===== config.mk =====
export PLATFORM = sky130hd
export DESIGN_NAME = btn_conditioner
export DESIGN_NICKNAME = d
export VERILOG_FILES = /design/src/rtl/btn_conditioner.sv
export SDC_FILE = /design/constraint.sdc
export NUM_CORES = 1
export LEC_CHECK = 0
export ABC_AREA = 1
export BUFFER_PORTS_ARGS = -buffer_cell sky130_fd_sc_hd__buf_2
export CAP_MARGIN = 10
export CORE_UTILIZATION = 30
export CTS_CLUSTER_SIZE = 20
export DETAILED_ROUTE_END_ITERATION = 8
export SLEW_MARGIN = 20
export SYNTH_ARGS = -nofsm -noshare
export SYNTH_HDL_FRONTEND = slang
export SYNTH_SLANG_ARGS = --single-unit

===== constraint.sdc =====
create_clock -name clk -period 2.15 [get_ports clk]
set_input_delay 0.43 -clock clk [delete_from_list [all_inputs] [get_ports clk]]
set_output_delay 0.43 -clock clk [all_outputs]
set_load 0.005 [all_outputs]

===== src/rtl/btn_conditioner.sv =====
// Button conditioner: per-channel 2-flop synchronizer, debounce FSM, press/release pulses.
// Define BTN_COND_AUTOREPEAT_EN to add auto-repeat press pulses while a button is held.
module btn_conditioner #(
    parameter int N_CH         = 4,
    parameter int STABLE_CNT   = 4,
    parameter int HOLD_TICKS   = 50,
    parameter int REPEAT_TICKS = 10
) (
    input  logic            clk,
    input  logic            rst,
    input  logic            tick,
    input  logic [N_CH-1:0] noisy_in,
    output logic [N_CH-1:0] level_out,
    output logic [N_CH-1:0] press_pulse,
    output logic [N_CH-1:0] release_pulse,
    output logic            any_pressed
);

    localparam int CNT_W = $clog2(STABLE_CNT + 1);
    localparam logic [CNT_W-1:0] CNT_LAST = CNT_W'(STABLE_CNT - 1);
    localparam logic [CNT_W-1:0] CNT_MAX  = CNT_W'(STABLE_CNT);

    typedef enum logic [1:0] {
        LOW      = 2'd0,
        CHK_HIGH = 2'd1,
        HIGH     = 2'd2,
        CHK_LOW  = 2'd3
    } state_t;

    if (N_CH < 1 || N_CH > 16 || STABLE_CNT < 2 || STABLE_CNT > 255 ||
        HOLD_TICKS < 1 || HOLD_TICKS > 1023 ||
        REPEAT_TICKS < 1 || REPEAT_TICKS > 1023) begin : g_param_check
        $error("btn_conditioner: parameter out of range");
    end

    logic [N_CH-1:0] sync_meta;
    logic [N_CH-1:0] sync_q;
    logic [N_CH-1:0] level_nxt;

    always_ff @(posedge clk) begin
        if (rst) begin
            sync_meta <= '0;
            sync_q    <= '0;
        end else begin
            sync_meta <= noisy_in;
            sync_q    <= sync_meta;
        end
    end

    for (genvar ch = 0; ch < N_CH; ch++) begin : g_ch
        state_t           state;
        logic [CNT_W-1:0] cnt;
        logic             level_q;
        logic             press_q;
        logic             release_q;
        logic             accept_rise;
        logic             accept_fall;
        logic             rpt_fire;

        // The tick that would bring the counter up to STABLE_CNT is the accepting tick.
        assign accept_rise = tick && (state == CHK_HIGH) &&  sync_q[ch] && (cnt >= CNT_LAST);
        assign accept_fall = tick && (state == CHK_LOW)  && !sync_q[ch] && (cnt >= CNT_LAST);
        assign level_nxt[ch] = accept_rise | (level_q & ~accept_fall);

        assign level_out[ch]     = level_q;
        assign press_pulse[ch]   = press_q;
        assign release_pulse[ch] = release_q;

`ifdef BTN_COND_AUTOREPEAT_EN
        logic [9:0] rpt_cnt;
        logic       rpt_phase;
        logic [9:0] rpt_target;

        assign rpt_target = rpt_phase ? 10'(REPEAT_TICKS) : 10'(HOLD_TICKS);
        assign rpt_fire   = tick && (state == HIGH) && sync_q[ch] &&
                            ((rpt_cnt + 10'd1) == rpt_target);

        // Counts held ticks; first period is HOLD_TICKS, later ones REPEAT_TICKS.
        always_ff @(posedge clk) begin
            if (rst || (state != HIGH)) begin
                rpt_cnt   <= '0;
                rpt_phase <= 1'b0;
            end else if (tick) begin
                if (!sync_q[ch]) begin
                    rpt_cnt   <= '0;
                    rpt_phase <= 1'b0;
                end else if (rpt_fire) begin
                    rpt_cnt   <= '0;
                    rpt_phase <= 1'b1;
                end else begin
                    rpt_cnt <= rpt_cnt + 10'd1;
                end
            end
        end
`else
        assign rpt_fire = 1'b0;
`endif

        always_ff @(posedge clk) begin
            if (rst) begin
                state     <= LOW;
                cnt       <= '0;
                level_q   <= 1'b0;
                press_q   <= 1'b0;
                release_q <= 1'b0;
            end else begin
                level_q   <= level_nxt[ch];
                press_q   <= accept_rise | rpt_fire;
                release_q <= accept_fall;
                if (tick) begin
                    case (state)
                        LOW: begin
                            if (sync_q[ch]) begin
                                state <= CHK_HIGH;
                                cnt   <= CNT_W'(1);
                            end
                        end
                        CHK_HIGH: begin
                            if (!sync_q[ch]) begin
                                state <= LOW;
                                cnt   <= '0;
                            end else if (accept_rise) begin
                                state <= HIGH;
                                cnt   <= '0;
                            end else if (cnt != CNT_MAX) begin
                                cnt <= cnt + 1'b1;
                            end
                        end
                        HIGH: begin
                            if (!sync_q[ch]) begin
                                state <= CHK_LOW;
                                cnt   <= CNT_W'(1);
                            end
                        end
                        CHK_LOW: begin
                            if (sync_q[ch]) begin
                                state <= HIGH;
                                cnt   <= '0;
                            end else if (accept_fall) begin
                                state <= LOW;
                                cnt   <= '0;
                            end else if (cnt != CNT_MAX) begin
                                cnt <= cnt + 1'b1;
                            end
                        end
                        default: begin
                            state <= LOW;
                            cnt   <= '0;
                        end
                    endcase
                end
            end
        end
    end

    always_ff @(posedge clk) begin
        if (rst) begin
            any_pressed <= 1'b0;
        end else begin
            any_pressed <= |level_nxt;
        end
    end

endmodule

==> results of run 1 <==
## power breakdown
part,leakage [nW],internal [mW],switching (mW)
registers,0.333,0.788,0.0222
clock network,0.0443,0.255,0.255
logic,0.688,0.0571,0.112
## per-layer routing
metal	up-vias	routed length [um]
met5	-	0
met4	0	51
met3	5	158
met2	38	1618
met1	734	1961
li1	942	-
## worst max path at each step
stage                   startpoint              to  slack [ns]
detailed placement            tick     any_pressed        0.63
finish              g_ch[0].cnt[0]  g_ch[0].cnt[1]        0.67
global route        g_ch[3].cnt[0]  g_ch[3].cnt[0]        0.49
global placement              tick     any_pressed        0.64
CTS                 g_ch[3].cnt[0]  g_ch[3].cnt[0]        0.67
floorplan           g_ch[2].cnt[0]  g_ch[2].cnt[1]        0.85
## synthesized netlist by cell type, drive strengths merged
cell     n
ha      12
nand3   24
clkbuf   1
dfxtp   41
xor2     4
nor2    43
buf     16
a21oi   28
inv     48
o21ai    6
nand2   81
## per-stage QoR
step,hold slack [ns],area (um2),utilization [%],power [mW],std cells
floorplan,0.3883,2208,-,0.9612,304
finish,0.3322,2397,34.52,1.489,410
detailed placement,0.3916,2311,33.28,0.9961,403
global placement,0.3905,2311,33.28,0.9943,403
global route,0.3371,2397,34.52,1.573,410
CTS,0.3313,2397,34.52,1.511,410
## worst reg2reg max path: cells and delay by family, from the launching register on
family	cells	cell delay (ns)
AND/OR/NAND/NOR	7	0.68
flip-flops	1	0.35
adder cells (fa/ha/maj)	2	0.39
## area by class of cell
cell class	count	area [um2]	share of cell area (%)
Multi-Input combinational cell	198	1087	45.35
Clock buffer	7	86.33	3.601
Timing Repair Buffer	20	102.6	4.280
Inverter	48	180.2	7.516
Sequential cell	41	820.8	34.24
Tap cell	96	120.1	5.010
## registers in the layout, summed over array words and instances (netlist names), named ones only
register / count
g_ch.release_q: 4
sync_q: 4
g_ch.level_q: 4
sync_meta: 4
g_ch.state: 4
g_ch.press_q: 4
any_pressed: 1
g_ch.cnt: 12
## kinds of logic after synthesis
logic type / share of synthesized area, %
AOI/OAI and AO/OA: 8.215
xor gates and xnor gates: 1.586
adders and majority gates: 6.799
buffers and inverters: 13.60
DFF: 37.17
and+or+nand+nor: 32.63
==> results.yml, run 1 <==
grt:
  first_global_vias: 1538
  grt_overflow: 0
  grt_pass1_wl_um: 6555
  use_met3_pct: 2.922
  use_met2_pct: 16.49
  top_usage_layer: "met2"
  antenna_found_initial: 0
  grt_start_max_net_pins: 29
  grt_usage_pct: 10.90
  use_met1_pct: 14.51
route:
  avgViaCountPerCell: 4.193
  firstDrtPassIters: 4
  drtIter0Drc: 48
  num_vias: 1719
  wl_um: 3790
  routedWlPerCell_um: 9.244
  ant_nets: 0
  drcViolationCount: 0
timing:
  worst_pin_slew_ns: 0.4340
  skew_ns: 0.01036
  relSlewSlack_pct: 71.03
  setup_slack_ns: 0.6732
  slew_viol_final: 0
  setup-tns-final_ns: 0
  finalHoldViolCount: 0
  layout_min_cycle_time_ns: 1.477
  setup_viol: 0
  fin_crit_sh_pct: 68.69
  rsz0062_at_grt: "no"
  fmax_mhz: 677.2
clocking:
  cts_max_level: 2
  cts_buffer_depth: 2
  clock_latency_ns: 0.29
  cts.clk_slew.worst_paths_ns: 0.08
  postCtsResizedCells: 0
  cts_hold_buffers: 0
  numCtsBuffers: 5
  clock_sinks: 41
  cts_setup_buffers: 0
  root_buffer: "clkbuf_8"
  tritoncts: "built"
die:
  chipWidth_um: 87.80
  pin_count: 20
  start_util_pct: 31.80
  die_h_um: 87.80
  num_rows: 30
  dieArea_mm2: 0.007708
  core_area_mm2: 0.006944
place:
  place_congestion: 0.7800
  dp_slack_ns: 0.6263
  hpwl_um: 2834
  io_buffers: 19
setup_path:
  start_kind: "flip-flop"
  worstPathCellList: "ha_1 -> ha_1 -> nor2_1 -> nand2_1 -> nand2_2 -> nand2_2 -> nand3_1 -> nand3_1 -> nor2_1"
  cp_slowest_stage_delay_ns: 0.35
  critPathTopFamily: "simple AND/OR/NAND/NOR gates"
  worst-path-buf-inv: 0
  cp_slowest_cell: "dfxtp_1"
  cp.required_ns: 2.38
  r2r_slack_ns: 0.67
  path_class: "reg2reg"
  end_kind: "flip-flop"
  r2r_cells: 9
  critPathMaxFanout: 4
  regToRegStartpoint: "g_ch[0].cnt[0]"
  r2r_end: "g_ch[0].cnt[1]"
  worst-path-stages: 9
  cp_data_arrival_time_ns: 1.71
synth:
  synth.top_cell.area_share_pct: 37.17
  synth_cell_types: 21
  syn_area_per_cell_um2: 7.264
  netlist_top_cells_area: "dfxtp_1, nand2_1, inv_1"
  syn_nets: 323
  syn_inst: 304
  yosysWarnings: 0
  syn_area_mm2: 0.002208
  yosysTopAreaCell: "dfxtp_1"
  synth-seq-cells: 41
  ys_seq_area_share_pct: 37.17
finish:
  fillers: 731
  drive_gt1_share_pct: 19.75
  synthToLayoutAreaGrowth_pct: 8.555
  fin_nets: 333
  final_common_cell: "nand2_1"
  n_antenna_cell: 0
  layout_common_cells: "nand2_1, inv_1, dfxtp_1, nor2_1, a21oi_1"
pwr:
  powerDensity_mw_per_mm2: 621.1
  peakVddDrop_v: 0.0002051
  p_leak_nw: 1.066
worst_hold_path:
  min_path_cells: 3
  worstHoldStart: "noisy_in[0]"
  holdPathEnd: "sync_meta[0]"
  hold_path.class: "in2reg"
job:
  maxCapViolations: 0
outcome:
  status: "finished, final reports clean"
Power figures use the tool's default switching activity.
==> run 2, diff against run 1 <==
clock period = 1.2 ns   (was 2.15 ns; I/O delays follow)
==> results.yml, run 2 (synthesized netlist as in run 1, its figures left out) <==
finish:
  fin_nets: 365
  largest-register: "g_ch.cnt"
  stdcell_count: 443
  synthToLayoutAreaGrowth_pct: 41.02
  drive_gt1_share_pct: 46.69
  layout_common_cells: "inv_1, nand2_1, dfxtp_1, buf_4, nor2_1"
  final_common_cell: "inv_1"
  largest_register_ffs: 12
  n_antenna_cell: 0
  final_util_pct: 44.85
route:
  routedWlPerCell_um: 10.36
  avgViaCountPerCell: 4.300
  num_vias: 1905
  ant_nets: 0
  wl_um: 4588
  firstDrtPassIters: 4
  drcViolationCount: 0
  drtIter0Drc: 75
setup_path:
  start_kind: "flip-flop"
  path_class: "reg2reg"
  end_kind: "flip-flop"
  critPathMaxFanout: 4
  cp_data_arrival_time_ns: 1.56
  cp.required_ns: 1.41
timing:
  finalHoldViolCount: 0
  hold_ws_ns: 0.1465
  fmax_mhz: 740.1
  setup-tns-final_ns: -2.434
  relSlewSlack_pct: 70.49
  setup_slack_ns: -0.1511
  layout_min_cycle_time_ns: 1.351
  fin_crit_sh_pct: 112.6
  setup_viol: 23
  worst_pin_slew_ns: 0.4422
  slew_viol_final: 0
  rsz0062_at_grt: "yes"
  skew_ns: 0.001391
place:
  hpwl_um: 3102
  io_buffers: 19
  place_congestion: 0.8307
  placed_cells: 433
clocking:
  cts.clk_slew.worst_paths_ns: 0.08
  tritoncts: "built"
  clock_sinks: 41
  root_buffer: "clkbuf_8"
  numCtsBuffers: 5
  cts_max_level: 2
  cts_buffer_depth: 2
  clock_latency_ns: 0.28
job:
  maxCapViolations: 0
worst_hold_path:
  hold_path.class: "in2reg"
die:
  die_h_um: 87.80
  dieArea_mm2: 0.007708
  core_area_mm2: 0.006944
  pin_count: 20
  start_util_pct: 31.80
  num_rows: 30
  chipWidth_um: 87.80
grt:
  grt_overflow: 0
  antenna_found_initial: 0
  first_global_vias: 1885
  grt_usage_pct: 13.06
  grt_pass1_wl_um: 8017
  grt_start_max_net_pins: 29
outcome:
  violations: "negative setup slack"
  status: "finished, violations left"
pwr:
  powerDensity_mw_per_mm2: 925.1
  p_leak_nw: 1.365
  peakVddDrop_v: 0.0005644
run 2: layout make-up:
cell class | instances | area, um2
fill | 688 | 3830
clock buffer | 7 | 96.34
timing repair buffer | 52 | 354.1
multi-input combinational | 198 | 1528
inverter | 48 | 180.2
sequential | 41 | 830.8
tap | 96 | 120.1
clock inverter | 1 | 5.005
run 2: path summary, 6_finish.rpt:
kind	startpoint	to	slack, ns	cells after the start
max	g_ch[1].cnt[0]	g_ch[1].cnt[0]	-0.15	9
min	noisy_in[0]	sync_meta[0]	0.15	3
max reg2reg	g_ch[1].cnt[0]	g_ch[1].cnt[0]	-0.15	9
min reg2reg	sync_meta[1]	sync_q[1]	0.40	2
run 2: power by group:
part / internal (mW) / switching [mW]
Clock: 0.520 / 0.475
Combinational: 0.172 / 0.259
Sequential: 1.41 / 0.0406
Total: 2.11 / 0.775
run 2: repair_timing:
action                     in CTS  in global routing
buffers inserted                1                  2
hold buffers                    0                  0
setup endpoints to repair      29                 31
gates resized for setup        34                 47
pin swaps                      31                 28
run 2: routing by layer:
metal  routed length (um)  share of wire [%]  track usage, %
met1                 2239                 49           16.30
met2                 2194                 48           22.76
met3                  120                2.6           3.110
met4                   34               0.74           2.832
met5                    0                  0               0
run 2: stage by stage:
stage               cell area [um2]  power [mW]  setup slack (ns)
floorplan                      2286       1.733          -0.04155
global placement               2614       1.847           -0.2217
detailed placement             2614       1.853           -0.2428
CTS                            2905       2.888           -0.1630
global route                   3114       3.037           -0.2025
finish                         3114       2.881           -0.1511
run 2: worst max-delay path, stage by stage, from the launching register on:
cell and delay [ns]:
dfxtp_2 0.34, ha_4 0.16, ha_4 0.15, nor2_4 0.11, nand2_4 0.08, nand2_4 0.08, nand2_4 0.07, nand2_4 0.10
nand2_2 0.05, a21oi_2 0.13
